<file path="src/rtl/or_gate_pkg.sv">
// Shared constants for the or_gate logic-library primitive.
package or_gate_pkg;

  localparam int OR_GATE_CNT_W_DEFAULT = 8;

endpackage

</file>
<file path="src/rtl/or_gate_hit_counter.sv">
// Saturating up-counter: advances once per rising clk edge while inc is high,
// parks at all-ones, and clears asynchronously on rst_n low.
module or_gate_hit_counter #(
  parameter int CNT_W = 8
) (
  input  logic             clk,
  input  logic             rst_n,
  input  logic             inc,
  output logic [CNT_W-1:0] count
);

  localparam logic [CNT_W-1:0] CNT_MAX = '1;

  always_ff @(posedge clk or negedge rst_n) begin
    if (!rst_n) begin
      count <= '0;
    end else if (inc && (count != CNT_MAX)) begin
      count <= count + CNT_W'(1);
    end
  end

endmodule

</file>
<file path="src/rtl/or_gate.sv">
// Bitwise OR gate with a registered copy of the result and a saturating
// count of clock edges at which any output bit was high.
module or_gate
  import or_gate_pkg::*;
#(
  parameter int WIDTH = 1,
  parameter int CNT_W = OR_GATE_CNT_W_DEFAULT
) (
  input  logic             clk,
  input  logic             rst_n,
  input  logic [WIDTH-1:0] a,
  input  logic [WIDTH-1:0] b,
  output logic [WIDTH-1:0] out,
  output logic [WIDTH-1:0] out_q,
  output logic             any,
  output logic [CNT_W-1:0] hit_cnt
);

  // The gate itself never depends on clk/rst_n, so it works with both tied off.
  assign out = a | b;
  assign any = |out;

  always_ff @(posedge clk or negedge rst_n) begin
    if (!rst_n) begin
      out_q <= '0;
    end else begin
      out_q <= out;
    end
  end

  or_gate_hit_counter #(
    .CNT_W(CNT_W)
  ) u_hit_counter (
    .clk  (clk),
    .rst_n(rst_n),
    .inc  (any),
    .count(hit_cnt)
  );

endmodule

</file>
<file path="config.mk">
export PLATFORM = sky130hd
export DESIGN_NAME = or_gate
export DESIGN_NICKNAME = d
export VERILOG_FILES = /design/src/rtl/or_gate_pkg.sv /design/src/rtl/or_gate_hit_counter.sv /design/src/rtl/or_gate.sv
export SDC_FILE = /design/constraint.sdc
export NUM_CORES = 1
export LEC_CHECK = 0
export BUFFER_PORTS_ARGS = -buffer_cell sky130_fd_sc_hd__buf_2
export CAP_MARGIN = 10
export CORE_AREA = 2 2 39 41
export CTS_CLUSTER_DIAMETER = 60
export CTS_CLUSTER_SIZE = 28
export DETAILED_ROUTE_END_ITERATION = 6
export DIE_AREA = 0 0 41 43
export GPL_ROUTABILITY_DRIVEN = 0
export PLACE_DENSITY = 0.6
export SETUP_SLACK_MARGIN = 0.05
export SLEW_MARGIN = 10
export SYNTH_ARGS = -nofsm -noshare
export SYNTH_HDL_FRONTEND = slang
export SYNTH_SLANG_ARGS = --single-unit
</file>
<file path="constraint.sdc">
create_clock -name clk -period 2.1 [get_ports clk]
set_input_delay 0.42 -clock clk [delete_from_list [all_inputs] [get_ports clk]]
set_output_delay 0.42 -clock clk [all_outputs]
set_load 0.02 [all_outputs]
</file>
=== After elaboration in Yosys (flattened, before gate mapping) ===
Cells that the tools add are included.

* Memories: 0
* Output and inout bits: 11
* Flip-flop bits (word level): 9
* Word-level logic and storage cells: 6
* Bits of input ports: 4
* Latch bits: 0
* Bits in read-only memories: 0
* Memory bits (writable): 0

* Div/mod/pow operators: 0
* $mul: 0
* Muxes and demuxes: 0
* Bitwise operators: 1
* Equality and inequality tests: 1
* $add $sub $neg: 1
* Order comparisons: 0
* Reductions and logical operators: 1
* Shifts and indexed selects: 0

{| class="wikitable"
|+ Operators with widths
! operator !! number
|-
| adder 8 x 1 -> 8 bit (second input constant) || 1
|-
| inequality test 8 bit (second input constant) || 1
|-
| logical AND 1 bit || 1
|-
| bitwise OR 1 bit || 1
|}

=== Depth between registers and ports, before layout ===
* Depth after elaboration: 2
* Depth in mapped cells: 5

=== Cells and area by module ===
Synthesis repeated with hierarchy kept, for this count alone.

* Cell total of the unflattened synthesis: 37
* Area total of the unflattened synthesis: 446.7 µm²

{| class="wikitable"
|+ By module, submodules not included
! module !! seq. area each (µm²) !! area each (µm²) !! cells an instance !! times used
|-
| or_gate_hit_counter || 200.2 || 407.9 || 34 || 1
|-
| or_gate || 25.0 || 38.8 || 3 || 1
|}

=== Worst setup path after synthesis ===
No wires, ideal clock.

* Path kind: reg-to-reg
* Start: register u_hit_counter.count[0]
* End: register u_hit_counter.count[6]
* Data required time: 1,975 ps
* Path slack: 627 ps
* Setup time: 125 ps
* Arrival: 1,348 ps
* Period minus slack after synthesis: 1,473 ps
* Cell stages (with the launch flop): 6
* Cell sequence: dfrtp_1 -> ha_1 -> nand2_1 -> nor2_1 -> nand4_1 -> mux2_2

* Longest elaborated chain between the ends: 2
* Elaborated cells on any way between the ends: 3

{| class="wikitable"
|+ Ends and longest elaborated chain
! item !! line !! source
|-
| start, declared || or_gate_hit_counter.sv:9 || <nowiki>output logic [CNT_W-1:0] count</nowiki>
|-
| start signal, assigned || or_gate_hit_counter.sv:18 || <nowiki>count <= count + CNT_W'(1);</nowiki>
|-
| parallel branches: the longest is 2 deep, another holds adder 8 x 1 -> 8 bit || n/a ||
|}

Several ways; the timed one is not identified.
A chain may end at the register's enable or synchronous reset.

=== Worst setup path in the final report ===
* Start: input port b
* End: output port any

* Longest elaborated chain between the ends: 1

{| class="wikitable"
|+ Ends and longest elaborated chain
! item !! line !! source
|-
| start, declared || or_gate.sv:12 || <nowiki>input logic [WIDTH-1:0] b,</nowiki>
|-
| bitwise OR 1 bit || or_gate.sv:20 || <nowiki>assign out = a | b;</nowiki>
|-
| end, declared || or_gate.sv:15 || <nowiki>output logic any,</nowiki>
|}

No other way between the ends.

==> results.sh <==
export IMPL_fill_cells=142
export IMPL_crit_required_ns=1.68
export IMPL_switching_share_pct=44.3
export IMPL_totalWireLength_um=819
export IMPL_maxCapViolCount=0
export IMPL_synth_net_count=43
export IMPL_max_freq_ghz=0.674
export IMPL_dr_pass1_iters=2
export IMPL_seq_area_frac_synth_pct=51.1
export IMPL_path_cells="buf_2 > nor2_1 > inv_1 > buf_2"
export IMPL_root_buffer="clkbuf_4"
export IMPL_critPathSlowestCell="nor2_1"
export IMPL_cp_depth=4
export IMPL_path_clk_slew_ns=0.07
export IMPL_cts_setup_buffers=0
export IMPL_multi_input_area_um2=204
export IMPL_rsz0062_at_grt="false"
export IMPL_worstSetupStartpoint="b"
export IMPL_crit_fanout=5
export IMPL_grt_pass1_wl_mm=1.38
export IMPL_cpPeakStageDelay_ns=0.22
export IMPL_grt_pass1_vias=322
export IMPL_status="complete, no violations"
export IMPL_worstSetupStartpointType="input pin"
export IMPL_synthToLayoutAreaGrowth_pct=27.3
export IMPL_cts_tree="yes"
export IMPL_rows=14
export IMPL_crit_buf_inv=3
export IMPL_hold_viol_final=0
export IMPL_coreArea_um2=1380
export IMPL_synth_cell_types=21
export IMPL_finalClockSkew_ns=0.00347
export IMPL_worstMarginPinSlew_ns=0.254
export IMPL_critPathMostFrequentCell="buf_2"
export IMPL_pwr_share_seq_pct=41.5
export IMPL_cts_resized=0
export IMPL_htreeDepth=1
export IMPL_drt_antenna_violating_nets=0
export IMPL_period_share_pct=70.7
export IMPL_slew_viol_final=0
export IMPL_cp_top_family="buffers and inverters"
export IMPL_relSlewSlack_pct=83.0
export IMPL_holdCritPathClass="in -> reg"
export IMPL_clock_path_buffers=2
export IMPL_synth_area_um2=440
export IMPL_initial_utilization_pct=31.8
export IMPL_p_per_area_nw_per_um2=1510
export IMPL_fin_crit_ns=1.48
export IMPL_worst_endpoint_arrival_ns=1.06
export IMPL_seqCellArea_um2=225
export IMPL_reg2reg_from="u_hit_counter.count[0]"
export IMPL_regToRegEndpoint="u_hit_counter.count[6]"
export IMPL_vias=335
export IMPL_final_common_cell="buf_2"
export IMPL_vias_per_cell=4.65
export IMPL_rrSetupSlack_ns=0.63
export IMPL_cts_made_buffers=3
export IMPL_die_width_um=41
export IMPL_antenna_found_initial=0
export IMPL_layout_nets=62
export IMPL_comb_power_share_pct=42.3
export IMPL_p_int_uw=471
export IMPL_drc=0
export IMPL_yosysWarningCount=0
export IMPL_antenna_cells=0
export IMPL_reg2regPathDepth=5
export IMPL_syn_area_per_cell_um2=11.6
export IMPL_layout_common_cells="buf_2 (14), dfrtp_1 (9)"
export IMPL_drt_iter0_drc=4
export IMPL_insertion_delay_ns=0.26
export IMPL_leakagePower_nw=0.249
export IMPL_endpoint="any"
export IMPL_dieHeight_um=43
export IMPL_grt_ovfl_total=0
export IMPL_crit_type="in -> out"
export IMPL_min_path_cells=3
export IMPL_tns_ns=0
export IMPL_grt_start_max_net_pins=10
export IMPL_track_usage_pct=11.7
export IMPL_num_io_pins=15
export IMPL_wire_per_inst_um=11.4
export IMPL_cts_sinks=9
export IMPL_power_frac_clock_pct=16.3
export IMPL_drive_above_1_share_pct=42.9
export IMPL_die_area_um2=1760
export IMPL_port_buffers=14
export IMPL_switchingPower_uw=375
export IMPL_dp_hpwl_um=618
export IMPL_ctsHoldBuffers=1
export IMPL_synthCells=38
export IMPL_ir_drop_mv=0.598
export IMPL_hold_slack_ns=0.470
export IMPL_ys_ff_latch=9
export IMPL_setup_violations=0
export IMPL_end_kind="output pin"
through the flow:
stage                     power, mW  util (%)  cells  setup slack (ns)  area, µm²
after floorplan               0.594         -     38             0.627        440
after global routing          0.918      40.5     72             0.475        561
after CTS                     0.862      40.5     72             0.616        561
after global placement        0.710      37.8     67             0.636        523
after detailed placement      0.716      37.8     67             0.619        523
final                         0.846      40.5     72             0.616        561
layout make-up:
class / count / area share [%]
clock inverters: 1 / 0.893
flip-flops and latches: 9 / 40.2
inverters: 1 / 0.670
clock buffers: 3 / 4.02
well taps: 16 / 3.57
repair buffers: 15 / 14.3
multi-input cells: 27 / 36.4
cell families (layout without fill, tap and decap cells):
kind of cell    after synthesis  in the layout  synth area share (%)
compound gates                6              6                  8.81
simple gates                 14             14                  20.2
mux                           3              3                  8.52
buf+inv                       2             20                  2.56
fa+ha+maj                     1              1                  2.84
xor+xnor                      3              3                  5.97
flops                         9              9                  51.1
flip-flops by register name, summed over array words and instances, names as in the netlist:
signal,count
u_hit_counter.count,8
out_q,1
worst min path at each step:
| stage | start | end | slack [ns] |
|---|---|---|---|
| CTS | a | out_q | 0.46 |
| global placement | rst_n | u_hit_counter.count[5] | 0.29 |
| detailed placement | rst_n | out_q | 0.29 |
| finish | a | out_q | 0.47 |
| floorplan | rst_n | out_q | 0.12 |
| global route | a | out_q | 0.53 |
metal layers:
metal	wire length (µm)	share of wire [%]	GRT usage, %
met5	0	0	0
met4	17	2.1	6.00
met3	30	3.7	3.14
met2	398	49	17.5
met1	372	45	14.6
tightest hold or removal path, delay by kind of cell:
kind / cells / cell delay (ns)
buffers and inverters: 2 / 0.20
AND/OR/NAND/NOR: 1 / 0.06
power groups by stage:
stage               logic, mW  clock network [mW]  registers [mW]
finish                  0.358               0.138           0.351
global route            0.399               0.152           0.366
CTS                     0.365               0.145           0.352
detailed placement      0.361                   0           0.355
global placement        0.357                   0           0.353
floorplan               0.159                   0           0.435
cells in the mapped netlist:
cell type	instances	share of area, %
mux2_1	1	2.6
a21oi_1	2	2.3
mux2_4	1	3.4
buf_4	1	1.7
and3_4	1	2.6
o21a_1	1	1.7
nand2_1	3	2.6
inv_1	1	0.85
o211ai_1	1	1.7
nand3_4	1	4.0
o21ai_2	1	2.0
nand2b_1	1	1.4
ha_1	1	2.8
nor3_2	1	2.3
mux2_2	1	2.6
nand4_1	1	1.4
dfrtp_1	9	51
o21ai_0	1	1.1
xnor2_1	3	6.0
nor2_1	3	2.6
nand3_1	3	3.4
No activity file was read; power rests on OpenSTA's default activity.
